`config.mk`:
```
export PLATFORM = sky130hd
export DESIGN_NAME = hazard_detect_unit
export DESIGN_NICKNAME = d
export VERILOG_FILES = /design/src/rtl/hazard_detect_unit.sv
export SDC_FILE = /design/constraint.sdc
export NUM_CORES = 1
export LEC_CHECK = 0
export ABC_AREA = 1
export BUFFER_PORTS_ARGS = -buffer_cell sky130_fd_sc_hd__buf_2
export CORE_MARGIN = 2
export CORE_UTILIZATION = 50
export CTS_BUF_LIST = sky130_fd_sc_hd__clkbuf_8 sky130_fd_sc_hd__clkbuf_16
export DETAILED_ROUTE_END_ITERATION = 12
export GPL_TIMING_DRIVEN = 0
export PLACE_DENSITY = 0.84
export SYNTH_ARGS = -nofsm -noshare
export SYNTH_HDL_FRONTEND = slang
export SYNTH_SLANG_ARGS = --single-unit
export TNS_END_PERCENT = 10
```
`constraint.sdc`:
```
create_clock -name clk -period 1.3 [get_ports clk]
set_input_delay 0.195 -clock clk [delete_from_list [all_inputs] [get_ports clk]]
set_output_delay 0.195 -clock clk [all_outputs]
set_load 0.005 [all_outputs]
```
`src/rtl/hazard_detect_unit.sv`:
```
// Pipeline hazard detection: load-use and long-latency scoreboard checks,
// taken-branch flush window, and shared memory / long-unit occupancy.
module hazard_detect_unit #(
  parameter int unsigned REG_ADDR_W   = 5,
  parameter int unsigned FLUSH_CYCLES = 2,
  parameter int unsigned MEM_LAT      = 3,
  parameter int unsigned LONG_LAT     = 4
) (
  input  logic                  clk,
  input  logic                  reset,
  input  logic                  id_valid,
  input  logic [REG_ADDR_W-1:0] id_rs1,
  input  logic [REG_ADDR_W-1:0] id_rs2,
  input  logic                  id_rs1_used,
  input  logic                  id_rs2_used,
  input  logic                  id_long_op,
  input  logic                  ex_valid,
  input  logic                  ex_mem_read,
  input  logic                  ex_long_op,
  input  logic [REG_ADDR_W-1:0] ex_rd,
  input  logic                  ex_branch_taken,
  input  logic                  mem_valid,
  input  logic                  mem_access,
  output logic                  data_hazard,
  output logic                  control_hazard,
  output logic                  struct_hazard,
  output logic                  long_busy,
  output logic                  mem_busy
);

  localparam int unsigned FW = $clog2(FLUSH_CYCLES + 1);
  localparam int unsigned MW = $clog2(MEM_LAT + 1);
  localparam int unsigned LW = $clog2(LONG_LAT + 1);

  logic [FW-1:0]         flush_cnt;
  logic [MW-1:0]         mem_cnt;
  logic [LW-1:0]         long_cnt;
  logic [REG_ADDR_W-1:0] pending_rd;

  logic br_v;
  logic ex_match;
  logic sb_match;
  logic load_use;
  logic sb_hit;
  logic long_issue;
  logic ctrl_raw;

  always_comb begin
    br_v       = ex_valid & ex_branch_taken;
    long_issue = ex_valid & ex_long_op & (ex_rd != '0);
    ex_match   = (id_rs1_used & (id_rs1 == ex_rd)) |
                 (id_rs2_used & (id_rs2 == ex_rd));
    sb_match   = (id_rs1_used & (id_rs1 == pending_rd)) |
                 (id_rs2_used & (id_rs2 == pending_rd));
    load_use   = ex_valid & ex_mem_read & (ex_rd != '0) & ex_match;
    sb_hit     = (long_cnt != '0) & (pending_rd != '0) & sb_match;
    ctrl_raw   = br_v | (flush_cnt != '0);
  end

  // Outputs are forced low while reset is held so that toggling inputs
  // cannot leak a request before the pipeline is initialised.
  always_comb begin
    data_hazard    = 1'b0;
    control_hazard = 1'b0;
    struct_hazard  = 1'b0;
    long_busy      = 1'b0;
    mem_busy       = 1'b0;
    if (!reset) begin
      long_busy      = (long_cnt != '0);
      mem_busy       = (mem_cnt != '0);
      control_hazard = ctrl_raw;
      data_hazard    = id_valid & (load_use | sb_hit) & ~br_v & (flush_cnt == '0);
      struct_hazard  = (mem_busy | (id_valid & id_long_op & long_busy)) & ~ctrl_raw;
    end
  end

  always_ff @(posedge clk or posedge reset) begin
    if (reset) begin
      flush_cnt  <= '0;
      mem_cnt    <= '0;
      long_cnt   <= '0;
      pending_rd <= '0;
    end else begin
      if (br_v)
        flush_cnt <= FW'(FLUSH_CYCLES - 1);
      else if (flush_cnt != '0)
        flush_cnt <= flush_cnt - FW'(1);

      if (mem_cnt != '0)
        mem_cnt <= mem_cnt - MW'(1);
      else if (mem_valid & mem_access)
        mem_cnt <= MW'(MEM_LAT - 1);

      if (long_issue) begin
        long_cnt   <= LW'(LONG_LAT);
        pending_rd <= ex_rd;
      end else if (long_cnt != '0) begin
        long_cnt <= long_cnt - LW'(1);
      end
    end
  end

endmodule

```
; ---- Word level (Yosys, flattened, before mapping)
; Index checks and enable logic that the tools add are counted.
[totals]
register_bits = 12
out_inout_bits = 5
inputBits = 27
word_cells = 57
[classes]
n_addsub = 3
n_eq_ne = 4
reduce_logical = 9
n_mux = 11
n_bitwise = 26
[op_table]
columns = cell, count
row1 = $eq A5 B5 Y1, 4
row2 = $and A1 B1 Y1, 19
row3 = $reduce_bool A2 Y1, 5
row4 = $reduce_bool A5 Y1, 2
row5 = $mux W2, 4
row6 = $mux W3, 2
row7 = $mux W1, 5
row8 = $or A1 B1 Y1, 5
row9 = $sub A2 B1 Y2 const B, 2
row10 = $reduce_bool A3 Y1, 1
row11 = $sub A3 B1 Y3 const B, 1
row12 = $logic_not A2 Y1, 1
row13 = $not A1 Y1, 2

; ---- Logic depth before layout (Yosys ltp)
[depth]
ltp_word = 9
depth_mapped = 8
mapped_depth_nobuf = 8

; ---- Least setup slack after synthesis
; Ideal clock, no wire load.
[synth_path]
path_kind = register -> output
start = register long_cnt[0]
end = output struct_hazard
required_time_ns = 1.105
slack_ns = 0.137
arrival_time_ns = 0.968
stages_incl_launch_ff = 6
n_path_buf = 0
cell_sequence = dfrtp_1 > inv_1 > ha_1 > nand2_1 > nand3_1 > a211oi_1
[synth_via]
elab_chain_len = 5
[synth_lines]
columns = element, line
row1 = from (decl), 37  ; logic [LW-1:0] long_cnt;
row2 = from (signal assigned), 95  ; long_cnt <= LW'(LONG_LAT);
row3 = from (signal assigned), 98  ; long_cnt <= long_cnt - LW'(1);
row4 = $reduce_bool A3 Y1, 69  ; long_busy = (long_cnt != '0);
row5 = $and A1 B1 Y1, 73  ; struct_hazard = (mem_busy | (id_valid & id_long_op & long_busy)) & ~ctrl_raw;
row6 = $or A1 B1 Y1, 73
row7 = $and A1 B1 Y1, 73
row8 = $mux W1, 68  ; if (!reset) begin
row9 = to (decl), 26  ; output logic struct_hazard,
; No other way between the ends.

; ---- Worst setup path in the final report
[layout_path]
start = register pending_rd[1]
end = output data_hazard
[layout_via]
elab_chain_len = 9
[layout_lines]
columns = element, line
row1 = from (decl), 38  ; logic [REG_ADDR_W-1:0] pending_rd;
row2 = from (signal assigned), 96  ; pending_rd <= ex_rd;
row3 = "$eq A5 B5 Y1, on equally long branches", "53, 54"
row4 = "$and A1 B1 Y1, on equally long branches", "53, 54"
row5 = $or A1 B1 Y1, 53  ; sb_match = (id_rs1_used & (id_rs1 == pending_rd)) |
row6 = $and A1 B1 Y1 (*), 56  ; sb_hit = (long_cnt != '0) & (pending_rd != '0) & sb_match;
row7 = $or A1 B1 Y1 (*), 72  ; data_hazard = id_valid & (load_use | sb_hit) & ~br_v & (flush_cnt == '0);
row8 = $and A1 B1 Y1 (*) (3 in series), 72
row9 = $mux W1 (*), 68
row10 = to (decl), 24  ; output logic data_hazard,
; Every way passes the cells marked *; elsewhere a longest branch is shown, timed or not.

==> results_dict.tcl <==
set metrics [dict create \
    drt_first_iter_violations 29 \
    avgViaCountPerCell 4.95 \
    critPathMaxStageDelay_ns 0.43 \
    area.growth.synth_to_final_pct 30.1 \
    final_util_pct 69.6 \
    maxCapViolations 0 \
    fin_nets 245 \
    design.core.area_um2 1980 \
    grt_overflow 0 \
    grt_pass1_wl_mm 4.62 \
    final_min_period_over_clock_period_pct 121 \
    holdWs_ns 0.0290 \
    place_hpwl_mm 2.18 \
    synthMuxAreaShare_pct 0 \
    htree_levels 1 \
    critical_path_sink_type "output port" \
    wl_mm 2.85 \
    io_pins 32 \
    dpl.cell_count 233 \
    clock_insertion_delay_worst_skew_ns 0.24 \
    timing.clock.skew_ns 0.000157 \
    ant_nets 0 \
    reg2reg_to "long_cnt[1]$_DFFE_PP0P_" \
    routed_wire_length_per_instance_um 11.9 \
    power_density_nw_per_um2 1470 \
    clock-root-buffer "clkbuf_8" \
    data_required_time_at_the_worst_endpoint_ns 1.11 \
    synthXorXnorAreaFrac_pct 0.826 \
    grt_start_max_net_pins 14 \
    gp_congestion 0.931 \
    cts_made_buffers 3 \
    setup_repair_after_global_routing_missed_its_margin "yes" \
    crit_path_frequent_cell "nand2_1" \
    worst-setup-path-type "flop to output port" \
    clk_pin_slew_ns 0.05 \
    mappedNetlistNets 207 \
    number_of_global_route_vias_before_repair 1148 \
    worst-path-stages 8 \
    setup.worst_path.start "pending_rd[1]$_DFFE_PP0P_" \
    die_width_um 50.0 \
    ys_seq_area_share_pct 28.3 \
    setup_slack_placement_ns -0.111 \
    p_comb_share_pct 50.0 \
    timing.reg2reg.worst_path_depth 8 \
    startpoint_type "flop" \
    cp_cell_sequence "nand2_1 -> o21ai_1 -> nor2_1 -> nand3_1 -> nand2_1 -> nand2_2 -> a21oi_2 -> buf_2" \
    synth_async_sr_flop_share_pct 100 \
    antenna_cells_inserted 0 \
    timing.final.max_slew_violations 0 \
    crit_end "data_hazard" \
    path_max_fanout 5 \
    maxSlewHeadroom_pct 67.3 \
    clockBufferDepth 2 \
    setup_total_negative_slack_ns -0.538 \
    path_delay_family "flip-flops" \
    cellInternalPower_mw 1.21 \
    reg2reg_setup_slack_ns 0.22 \
    violated_checks "negative setup slack" \
    drt_pass1_iterations 4 \
    netlist_instances 175 \
    placement_rows 16 \
    ys.warnings.count 0 \
    numClockSinks 12 \
    drc_markers 0 \
    p_leak_nw 0.817 \
    critical_path.reg2reg.startpoint "long_cnt[0]$_DFFE_PP0P_" \
    die_area_um2 2500 \
    critPathSlowestCell "dfrtp_2" \
    setup_viol_count_final 4 \
    layout_min_cycle_time_ns 1.57 \
    ys_top_cells_by_area "dfrtp_1 (28%), nand2_1 (25%), inv_1 (9.2%)" \
    mappedNetlistArea_um2 1060 \
    tritoncts_clock_tree "done" \
    final-seq-area_um2 303 \
    yosys_register_bits 12 \
    arrival_ns 1.38 \
    max_freq_mhz 636 \
    timing_worst_slew_pin_value_ns 0.490 \
    clock_power_share_pct 19.9 \
    multi_input_area_um2 672 \
    synth_enable_flop_cells 0 \
    antenna_violations_before_repair 0 \
    synthTopCellsByCount "nand2_1 (71), inv_1 (26), nor2_1 (20), dfrtp_1 (12), nand3_1 (10)" \
    num_vias 1183 \
    placement.io_buffers 31 \
    synth_fa_ha_area_share_pct 5.90 \
    vdd_ir_max_uv 1170 \
    fillerInstances 184 \
    die_y_um 50.0 \
    postLayoutSetupSlackWorst_ns -0.273 \
    synth_simple_gate_area_share_pct 41.6 \
    critical_path.n_buffers_inverters 1 \
    synth_compound_area_share_pct 9.92 \
    layout-drive-gt1-share_pct 35.4 \
    dominantRegCellSynth "dfrtp_1" \
    synthMostInstantiatedCell "nand2_1" \
    initial_utilization_pct 53.5 \
    power.share.sequential_pct 30.1 \
    number_of_distinct_standard_cells_referenced_by_the_synthesized_netlist 19 \
    finalHoldViolCount 0 \
    yosysTopAreaCell "dfrtp_1" \
    grt.total_usage_pct 23.8 \
    run_status "complete, but fails checks" \
    synth_top_family_by_area "simple AND/OR/NAND/NOR gates" \
    final_non_filler_cells 239 \
    hold_class "input pin to asynchronous set/reset pin" \
    power.share.switching_pct 40.4 \
    p_switching_mw 0.817 \
    cts-hold-fix-buffers 0 \
    synth.avg_cell_area_um2 6.06 \
    share_of_the_synthesized_area_in_the_top_cell_type_pct 28.3 \
]
power groups by stage:
| stage | clock network, mW | registers [mW] | logic, mW |
|---|---|---|---|
| 2_1_floorplan | 0 | 0.577 | 0.575 |
| 3_3_place_gp | 0 | 0.590 | 0.726 |
| 3_5_place_dp | 0 | 0.599 | 0.799 |
| 4_1_cts | 0.412 | 0.602 | 0.933 |
| 5_1_grt | 0.427 | 0.624 | 1.16 |
| 6_report | 0.403 | 0.609 | 1.01 |
worst min path at each step:
stage / from / endpoint
floorplan: reset / flush_cnt[0]$_DFFE_PP0N_
global placement: reset / flush_cnt[1]$_DFFE_PP0N_
detailed placement: reset / pending_rd[1]$_DFFE_PP0P_
CTS: reset / flush_cnt[1]$_DFFE_PP0N_
global route: reset / pending_rd[1]$_DFFE_PP0P_
finish: reset / pending_rd[2]$_DFFE_PP0P_
final cells by class:
| type | count | area share, % |
|---|---|---|
| plain buffers | 1 | 1.09 |
| clock buffers | 4 | 3.99 |
| inverters | 34 | 9.44 |
| multi-input cells | 128 | 48.7 |
| flip-flops and latches | 12 | 22.0 |
| well taps | 27 | 2.45 |
| repair buffers | 33 | 12.3 |
through the flow:
| stage | instance area (um^2) | total power, mW |
|---|---|---|
| 2_1_floorplan | 1060 | 1.15 |
| 3_3_place_gp | 1250 | 1.32 |
| 3_5_place_dp | 1250 | 1.40 |
| 4_1_cts | 1340 | 1.95 |
| 5_1_grt | 1380 | 2.21 |
| 6_report | 1380 | 2.02 |
layer usage:
| metal | wire length, um | up-vias | global-route usage [%] | share of wire [%] |
|---|---|---|---|---|
| met5 | 0 | - | 0 | 0 |
| met4 | 24 | 0 | 7.41 | 0.84 |
| met3 | 159 | 4 | 3.33 | 5.6 |
| met2 | 1510 | 46 | 45.0 | 53 |
| met1 | 1150 | 527 | 26.9 | 40 |
| li1 | - | 606 | - | - |
kinds of logic (layout without fill, tap and decap cells):
logic type / count (synthesis) / in the layout
flip-flops: 12 / 12
buffers and inverters: 35 / 72
XOR/XNOR: 1 / 1
AND/OR/NAND/NOR: 106 / 106
adder cells (fa/ha/maj): 5 / 5
AO/OA/AOI/OAI: 16 / 16
state kept, by name, indices dropped and copies added, names as in the netlist:
signal,cells
pending_rd,5
long_cnt,3
mem_cnt,2
flush_cnt,2
layout by cell type (no fill, tap or decap):
cell / synthesis / final
a211oi_2: 0 / 1
a21oi_1: 2 / 2
a21oi_2: 1 / 1
buf_2: 0 / 31
buf_4: 0 / 2
buf_8: 1 / 1
clkbuf_8: 0 / 4
dfrtp_1: 12 / 10
dfrtp_2: 0 / 2
ha_1: 5 / 2
ha_2: 0 / 1
ha_4: 0 / 2
inv_1: 26 / 18
inv_2: 8 / 15
inv_4: 0 / 1
nand2_1: 71 / 68
nand2_2: 1 / 2
nand2_4: 0 / 2
nand3_1: 10 / 10
nand3_4: 1 / 1
nand4_1: 1 / 1
nand4_2: 1 / 1
nor2_1: 20 / 18
nor2_2: 1 / 3
o21ai_0: 7 / 4
o21ai_1: 0 / 3
o21ai_2: 5 / 5
xnor2_1: 1 / 1
timing repair:
action,4_1_cts,5_1_grt
pin swaps,7,5
setup endpoints to repair,5,5
setup buffers,1,1
hold endpoints to repair,0,0
gates resized for setup,15,12
(Power assumes the default switching activity.)
